$ cat src/rtl/traffic_pkg.sv
// rtl/traffic_pkg.sv - shared phase types, lamp patterns and counter widths
//
// Purpose: common definitions for the traffic phase timer and its request latch.
// Contents: phase_t enum, lamp-pattern constants, counter widths, lamp decoder.

package traffic_pkg;

   typedef enum logic [2:0] {
      NS_GREEN,
      NS_YELLOW,
      EW_GREEN,
      EW_YELLOW,
      ILLEGAL
   } phase_t;

   // Lamp vector bit order: {ns_red, ns_yellow, ns_green, ew_red, ew_yellow, ew_green}
   localparam logic [5:0] LAMP_NS_G = 6'b001100;
   localparam logic [5:0] LAMP_NS_Y = 6'b010100;
   localparam logic [5:0] LAMP_EW_G = 6'b100001;
   localparam logic [5:0] LAMP_EW_Y = 6'b100010;

   localparam int NS_W = 5;
   localparam int EW_W = 4;
   localparam int Y_W  = 2;

   // Any lamp combination other than the four legal ones is ILLEGAL
   // (covers all-dark, both-green, multiple lamps per direction, etc.).
   function automatic phase_t decode_phase(input logic [5:0] lamps);
      phase_t ph;
      case (lamps)
         LAMP_NS_G: ph = NS_GREEN;
         LAMP_NS_Y: ph = NS_YELLOW;
         LAMP_EW_G: ph = EW_GREEN;
         LAMP_EW_Y: ph = EW_YELLOW;
         default:   ph = ILLEGAL;
      endcase
      return ph;
   endfunction

endpackage

$ cat src/rtl/traffic_req_latch.sv
// rtl/traffic_req_latch.sv - loop-detector synchroniser plus set/clear request flop
//
// Ports:
//   clk     in   system clock
//   rst     in   asynchronous active-high reset
//   raw     in   asynchronous loop-detector input
//   service in   one-cycle clear (phase entry of the served direction)
//   req     out  latched vehicle request

module traffic_req_latch
   import traffic_pkg::*;
(
   input  logic clk,
   input  logic rst,
   input  logic raw,
   input  logic service,
   output logic req
);

   logic sync1_q, sync1_d;
   logic sync2_q, sync2_d;
   logic req_q,   req_d;

   always_comb begin
      sync1_d = raw;
      sync2_d = sync1_q;
      req_d   = req_q;
      if (sync2_q) begin
         req_d = 1'b1;
      end
      // Clear wins over a coincident set; a still-present vehicle
      // re-sets the request on the following cycle.
      if (service) begin
         req_d = 1'b0;
      end
   end

   always_ff @(posedge clk or posedge rst) begin
      if (rst) begin
         sync1_q <= 1'b0;
         sync2_q <= 1'b0;
         req_q   <= 1'b0;
      end else begin
         sync1_q <= sync1_d;
         sync2_q <= sync2_d;
         req_q   <= req_d;
      end
   end

   assign req = req_q;

endmodule

$ cat src/rtl/traffic_phase_timer.sv
// rtl/traffic_phase_timer.sv - phase counters, tick prescaler and vehicle requests for the lamp controller
//
// Ports:
//   clk, rst                         clock, asynchronous active-high reset
//   ns_red/yellow/green              NS lamp state from the controller
//   ew_red/yellow/green              EW lamp state from the controller
//   ns_vehicle_raw, ew_vehicle_raw   asynchronous loop detectors
//   ns_counter [4:0]                 NS-green elapsed ticks
//   ew_counter [3:0]                 EW-green elapsed ticks
//   yellow_counter [1:0]             yellow elapsed ticks (either direction)
//   ns/ew_vehicle_detect             latched requests
//   tick                             one-clk pulse every TICK_DIV clks
//   fault                            sticky illegal-lamp flag

module traffic_phase_timer
   import traffic_pkg::*;
#(
   parameter int TICK_DIV = 4,
   parameter int PRE_W    = 16
) (
   input  logic            clk,
   input  logic            rst,
   input  logic            ns_red,
   input  logic            ns_yellow,
   input  logic            ns_green,
   input  logic            ew_red,
   input  logic            ew_yellow,
   input  logic            ew_green,
   input  logic            ns_vehicle_raw,
   input  logic            ew_vehicle_raw,
   output logic [NS_W-1:0] ns_counter,
   output logic [EW_W-1:0] ew_counter,
   output logic [Y_W-1:0]  yellow_counter,
   output logic            ns_vehicle_detect,
   output logic            ew_vehicle_detect,
   output logic            tick,
   output logic            fault
);

   localparam logic [PRE_W-1:0] PRE_LAST = PRE_W'(TICK_DIV - 1);

   logic [PRE_W-1:0] pre_q, pre_d;
   logic             tick_q, tick_d;
   logic             fault_q, fault_d;
   phase_t           prev_q, prev_d;
   logic [NS_W-1:0]  ns_q, ns_d;
   logic [EW_W-1:0]  ew_q, ew_d;
   logic [Y_W-1:0]   y_q, y_d;

   logic [5:0] lamps;
   phase_t     phase;
   logic       entry;
   logic       ns_service;
   logic       ew_service;

   assign lamps = {ns_red, ns_yellow, ns_green, ew_red, ew_yellow, ew_green};
   assign phase = decode_phase(lamps);

   // ILLEGAL is never an entry; leaving ILLEGAL into any legal phase is,
   // because prev_q then holds ILLEGAL.
   assign entry      = (phase != prev_q) && (phase != ILLEGAL);
   assign ns_service = entry && (phase == NS_GREEN);
   assign ew_service = entry && (phase == EW_GREEN);

   always_comb begin
      pre_d   = (pre_q == PRE_LAST) ? '0 : pre_q + PRE_W'(1);
      tick_d  = (pre_q == PRE_LAST);
      fault_d = fault_q | (phase == ILLEGAL);
      prev_d  = phase;
      ns_d    = ns_q;
      ew_d    = ew_q;
      y_d     = y_q;

      if (phase == ILLEGAL) begin
         ns_d = '0;
         ew_d = '0;
         y_d  = '0;
      end else if (entry) begin
         // Entry clear beats a coincident tick.
         case (phase)
            NS_GREEN:             ns_d = '0;
            EW_GREEN:             ew_d = '0;
            NS_YELLOW, EW_YELLOW: y_d  = '0;
            default:              ;
         endcase
      end else if (tick_q) begin
         // Free-running wrap so the controller re-evaluates at each pass through max.
         case (phase)
            NS_GREEN:             ns_d = ns_q + NS_W'(1);
            EW_GREEN:             ew_d = ew_q + EW_W'(1);
            NS_YELLOW, EW_YELLOW: y_d  = y_q + Y_W'(1);
            default:              ;
         endcase
      end
   end

   always_ff @(posedge clk or posedge rst) begin
      if (rst) begin
         pre_q   <= '0;
         tick_q  <= 1'b0;
         fault_q <= 1'b0;
         prev_q  <= NS_GREEN;   // matches the controller's power-up phase
         ns_q    <= '0;
         ew_q    <= '0;
         y_q     <= '0;
      end else begin
         pre_q   <= pre_d;
         tick_q  <= tick_d;
         fault_q <= fault_d;
         prev_q  <= prev_d;
         ns_q    <= ns_d;
         ew_q    <= ew_d;
         y_q     <= y_d;
      end
   end

   traffic_req_latch u_ns_req (
      .clk     (clk),
      .rst     (rst),
      .raw     (ns_vehicle_raw),
      .service (ns_service),
      .req     (ns_vehicle_detect)
   );

   traffic_req_latch u_ew_req (
      .clk     (clk),
      .rst     (rst),
      .raw     (ew_vehicle_raw),
      .service (ew_service),
      .req     (ew_vehicle_detect)
   );

   assign ns_counter     = ns_q;
   assign ew_counter     = ew_q;
   assign yellow_counter = y_q;
   assign tick           = tick_q;
   assign fault          = fault_q;

endmodule

$ cat config.mk
export PLATFORM = sky130hd
export DESIGN_NAME = traffic_phase_timer
export DESIGN_NICKNAME = d
export VERILOG_FILES = /design/src/rtl/traffic_pkg.sv /design/src/rtl/traffic_req_latch.sv /design/src/rtl/traffic_phase_timer.sv
export SDC_FILE = /design/constraint.sdc
export NUM_CORES = 1
export LEC_CHECK = 0
export CAP_MARGIN = 20
export CORE_MARGIN = 2
export CORE_UTILIZATION = 55
export CTS_BUF_LIST = sky130_fd_sc_hd__clkbuf_8
export CTS_CLUSTER_DIAMETER = 50
export DETAILED_ROUTE_END_ITERATION = 10
export GPL_TIMING_DRIVEN = 0
export PLACE_DENSITY = 0.8
export SLEW_MARGIN = 20
export SYNTH_ARGS = -nofsm -noshare
export SYNTH_HDL_FRONTEND = slang
export SYNTH_SLANG_ARGS = --single-unit
$ cat constraint.sdc
create_clock -name clk -period 2.1 [get_ports clk]
set_input_delay 0.42 -clock clk [delete_from_list [all_inputs] [get_ports clk]]
set_output_delay 0.42 -clock clk [all_outputs]
set_load 0.05 [all_outputs]
# After elaboration in Yosys (flattened, before gate mapping)

Index checks and enable logic that the tools add are counted.

Flip-flop bits (word level): 38
Output and inout port bits: 15
Logic and storage cells: 64

Bitwise gates (word level): 1
Multiplexer cells: 21
Reductions and logical operators: 14
Add/sub/neg operators: 4
Equality and inequality tests: 11

Operators by type and width:

| kind                                                 | number |
|---|---|
| two-way mux 5 bit                                    | 5 |
| two-way mux 4 bit                                    | 5 |
| adder 16 x 1 -> 16 bit, second input constant        | 1 |
| equality test 16 x 2 -> 1 bit, second input constant | 1 |
| two-way mux 16 bit                                   | 1 |
| equality test 6 bit, second input constant           | 2 |
| one-hot mux 3 bit (4 select lines)                   | 1 |
| two-way mux 2 bit                                    | 5 |
| nonzero test 2 bit                                   | 5 |
| equality test 3 x 2 -> 1 bit, second input constant  | 2 |
| equality test 6 x 4 -> 1 bit, second input constant  | 1 |
| equality test 6 x 5 -> 1 bit, second input constant  | 1 |
| AND reduction 2 bit                                  | 3 |
| adder 5 x 1 -> 5 bit, second input constant          | 1 |
| adder 4 x 1 -> 4 bit, second input constant          | 1 |
| two-way mux 1 bit                                    | 4 |
| equality test 3 x 1 -> 1 bit, second input constant  | 1 |
| equality test 3 bit, second input constant           | 1 |
| logical AND 1 bit                                    | 3 |
| zero test 3 bit                                      | 1 |
| inequality test 3 bit                                | 1 |
| inequality test 3 bit, second input constant         | 1 |
| nonzero test 3 bit                                   | 1 |
| adder 2 x 1 -> 2 bit, second input constant          | 1 |
| 2 further kinds                                      | 2 |

# Depth between registers and ports, before layout

Depth in word-level cells: 8
Mapped depth: 6
Gate-level depth less buffers: 6

# Modules after synthesis

From an unflattened synthesis, not the netlist that was laid out.

Cell total of the unflattened synthesis: 182
Area, all modules: 1926.8 µm²

Modules (own cells, without submodules):

| module              | times used | area an instance (µm²) | cells an instance |
|---|---|---|---|
| traffic_phase_timer | 1          | 1749.2                 | 172 |
| traffic_req_latch   | 2          | 88.8                   | 5 |

# Worst setup path before layout

No wires, ideal clock.

Path type: input -> register
Start point: input port ns_yellow
End point: register ew_q[0] (netlist: ew_counter[0])
Arrival time: 1.746 ns
Required time: 1.954 ns
Stages: 5
Slack: 0.208 ns
Cell sequence: or4b_4 -> nor3b_1 -> inv_1 -> a31oi_1 -> o22ai_1

Word-level cells in the longest chain between the ends: 6
Elaborated cells between the ends (all ways): 15
Those cells by class: eq/ne (8); mux (3); reduce/logical (4)

Ends and longest elaborated chain:

| item                                                               | RTL line                   | text |
|---|---|---|
| start: declaration                                                 | traffic_phase_timer.sv:24  | `input logic ns_yellow,` |
| equality test 6 bit (tied with other cells)                        | traffic_pkg.sv:30          | `case (lamps)` |
| one-hot mux 3 bit (4 select lines) (*)                             | traffic_pkg.sv:30          |  |
| inequality test 3 bit                                              | traffic_phase_timer.sv:61  | `assign entry = (phase != prev_q) && (phase != ILLEGAL);` |
| logical AND 1 bit                                                  | traffic_phase_timer.sv:61  |  |
| nonzero test 3 bit (no line) or two-way mux 4 bit (tied branches)  | -                          |  |
| AND reduction 2 bit (no line) or two-way mux 4 bit (tied branches) | -                          |  |
| end signal: assignment                                             | traffic_phase_timer.sv:112 | `ew_q <= ew_d;` |
| end: declaration                                                   | traffic_phase_timer.sv:47  | `logic [EW_W-1:0] ew_q, ew_d;` |

Every way passes the cells marked *; elsewhere a longest branch is shown, timed or not.
A chain may end at the register's enable or synchronous reset.

# Worst setup path after layout

Start point: input port ns_yellow
End point: register ew_q[2] (netlist: ew_counter[2])

The elaborated chain is that of the path after synthesis.

==> run metrics <==
Finished Core Util 71.85%; largest net degree at the start of global routing 39; Crit path required time 2.30 ns; Peak VDD IR 0.4573 mV; Highest Clock Rate 493.5 MHz; CTS root buf clkbuf_8; max cap viols 0; row count 21; Ports 25; max_slew headroom 49.36%; Clock Latency Late Sink 0.29 ns; critical-path cell list dlygate4sd2_1, or4b_4, o21ai_2, nor3b_4, buf_6, nand3_2, o32ai_1; Worst R2R End pre_q[15]; Detail Route Antenna Nets 0; clk buf depth 2; Ant. Diodes 0; Buffers on Ports 24; initial antenna violation count 0; Leakage 0.9803 nW; vias in the first global route 1,438; critical path startpoint category input port; Worst-path clk slew 0.08 ns; critical path arrival 2.22 ns; dominant synthesized flop cell dfrtp_1; Mapped Area 1863 sq um; Syn Area/Cell 10.71 sq um; Worst Min Path Start u_ew_req.sync1_q; Final setup viols 0; Worst Tran Pin Value 0.7585 ns; crit-path max cell delay 0.60 ns; area of the multi-input gates 907.1 sq um; vias post-DR 1,466; CTS tree done; Top delay family on crit path simple AND/OR/NAND/NOR gates; r2r startpoint pre_q[2]; All-Layer GR Usage 21.46%; sequential cell area 950.9 sq um; hold path endpoint u_ew_req.sync2_q; CP Class input port to register; DP HPWL 2671 um; net total in the final layout 223; Worst Setup End Kind register; initial core utilization 56.72%; Hold Path Class register to register; wirelength, routed 4028 um; die height 62.20 um; status complete, no violations; hold_buf cts 0; share of cells above drive strength 1 16.59%; # clock sinks 38; Final Hold Fails 0; vias per cell 5.704; Die Wd 62.20 um; Fin Hold WS 0.3608 ns; routability cong. 0.8325; hold path cells 0; DRC Markers 0; Synth cell types 44; Gate Count Post-Synth 174; r2r setup slk 0.41 ns; synthesis-to-layout area growth 26.66%; 1st-pass router iterations 4; Yosys reg bits 38; Async S/R FF share, synth 100.0%; clock skew 0.01064 ns; fill count 242; commonest non-fill, non-tap cell in the layout dfrtp_1; Design Power 1.333 mW; fin crit share 96.50%; Final min period 2.026 ns; placeable core region 3284 sq um; synth warn 0; register area share after synthesis 51.04%; total grt overflow 0; CTS Buf Count 5; PwrDens 564.9 nW/um^2; post-route setup TNS 0 ns; die area 3869 sq um; CP Buf/Inv Count 2; Final Max Slew Viols 0; first-pass GRT wire length 6596 um; critical path peak fanout 7; WL/cell 15.67 um; Initial DRC Count 87; most frequent cells in the layout 38 x dfrtp_1, 19 x clkdlybuf4s50_1, 16 x nand2_1, 12 x inv_1, 10 x xnor2_1; Post-synth EDFFs 0; syn_nets 187; reg2reg path depth 5; Max H-tree Level 2; slowest CP cell or4b_4
[power by group]
group	switching (mW)	internal (mW)
registers	0.00326	0.737
clock network	0.268	0.230
logic	0.0566	0.0385
[cell type report]
cell class                 instances  share of cell area, %
sequential                        38                  40.30
inverter                          12                  1.909
tap                               46                  2.439
buffer                             3                  1.007
timing repair buffer              29                  12.25
clock buffer                       5                  2.916
multi-input combinational        121                  38.44
clock inverter                     3                 0.7423
[timing repair]
action | 4_1_cts | 5_1_grt
pin swaps | 1 | 3
hold endpoints to repair | 0 | 0
endpoints found under the setup margin | 13 | 7
cloned | 1 | 0
setup buffers | 1 | 3
gates resized for setup | 15 | 4
[cells by family after synthesis]
logic type,share of synthesized area [%]
AOI/OAI and AO/OA,10.34
xor gates and xnor gates,8.395
adders and majority gates,2.015
buffers and inverters,3.559
DFF,51.04
muxes,0.5373
and+or+nand+nor,24.11
[per-stage QoR]
stage | cell area, sq um | setup slack, ns | cells
2_1_floorplan | 1863 | 0.2083 | 174
3_3_place_gp | 2161 | -0.6187 | 244
3_5_place_dp | 2161 | -0.6806 | 244
4_1_cts | 2310 | 0.08835 | 254
5_1_grt | 2360 | -0.04153 | 257
6_report | 2360 | 0.07351 | 257
[worst register-to-register path, stage by stage (launching register included)]
cell and delay (ns):
dfrtp_1 0.43, and3_1 0.20, and2_1 0.18, nand4_1 0.28
nor3_1 0.34, xor2_1 0.19
[worst max path at each step]
stage | from | end | slack (ns) | cells after the start
global route | ns_yellow | ns_counter[4] | -0.04 | 8
detailed placement | ns_yellow | ew_counter[3] | -0.68 | 6
floorplan | ns_yellow | ew_counter[0] | 0.21 | 5
CTS | ns_yellow | ew_counter[3] | 0.09 | 8
finish | ns_yellow | ew_counter[2] | 0.07 | 7
global placement | ns_yellow | ew_counter[0] | -0.62 | 6
[metal layers]
metal | track usage, % | up-vias | routed length (um) | share of wire, %
met4 | 7.500 | 0 | 68 | 1.7
met1 | 25.49 | 723 | 1737 | 43
li1 | - | 690 | - | -
met2 | 38.04 | 44 | 2090 | 52
met3 | 5.254 | 9 | 131 | 3.3
met5 | 0 | - | 0 | 0
[cell usage after synthesis (2+ instances only)]
| cell | n | share of area [%] |
|---|---|---|
| a21oi_1 | 4 | 1.1 |
| a41oi_1 | 6 | 2.8 |
| and4bb_2 | 2 | 1.3 |
| buf_2 | 2 | 0.54 |
| a31oi_1 | 3 | 1.0 |
| nor3_1 | 5 | 1.3 |
| nor2b_1 | 3 | 1.0 |
| nand3_1 | 5 | 1.3 |
| dfrtp_1 | 38 | 51 |
| xor2_1 | 5 | 2.4 |
| ha_1 | 3 | 2.0 |
| nor4_1 | 3 | 1.0 |
| xnor2_1 | 11 | 5.2 |
| o22ai_1 | 4 | 1.3 |
| and2_1 | 4 | 1.3 |
| inv_1 | 12 | 2.4 |
| nand2_1 | 16 | 3.2 |
| nand4_1 | 7 | 2.4 |
| nand2b_1 | 2 | 0.67 |
| and3_1 | 3 | 1.0 |
| o211ai_1 | 2 | 0.81 |
| nor2_1 | 10 | 2.0 |
| o32ai_1 | 2 | 0.94 |
| nor3b_1 | 2 | 0.81 |
[state kept, by name, summed over array words and instances (netlist names)]
| signal | cells |
|---|---|
| pre_q | 16 |
| ns_counter | 5 |
| ew_counter | 4 |
| prev_q | 3 |
| yellow_counter | 2 |
| fault | 1 |
| tick | 1 |
| u_ew_req.req | 1 |
| u_ew_req.sync1_q | 1 |
| u_ew_req.sync2_q | 1 |
| u_ns_req.req | 1 |
| u_ns_req.sync1_q | 1 |
| u_ns_req.sync2_q | 1 |
Power figures use the tool's default switching activity.
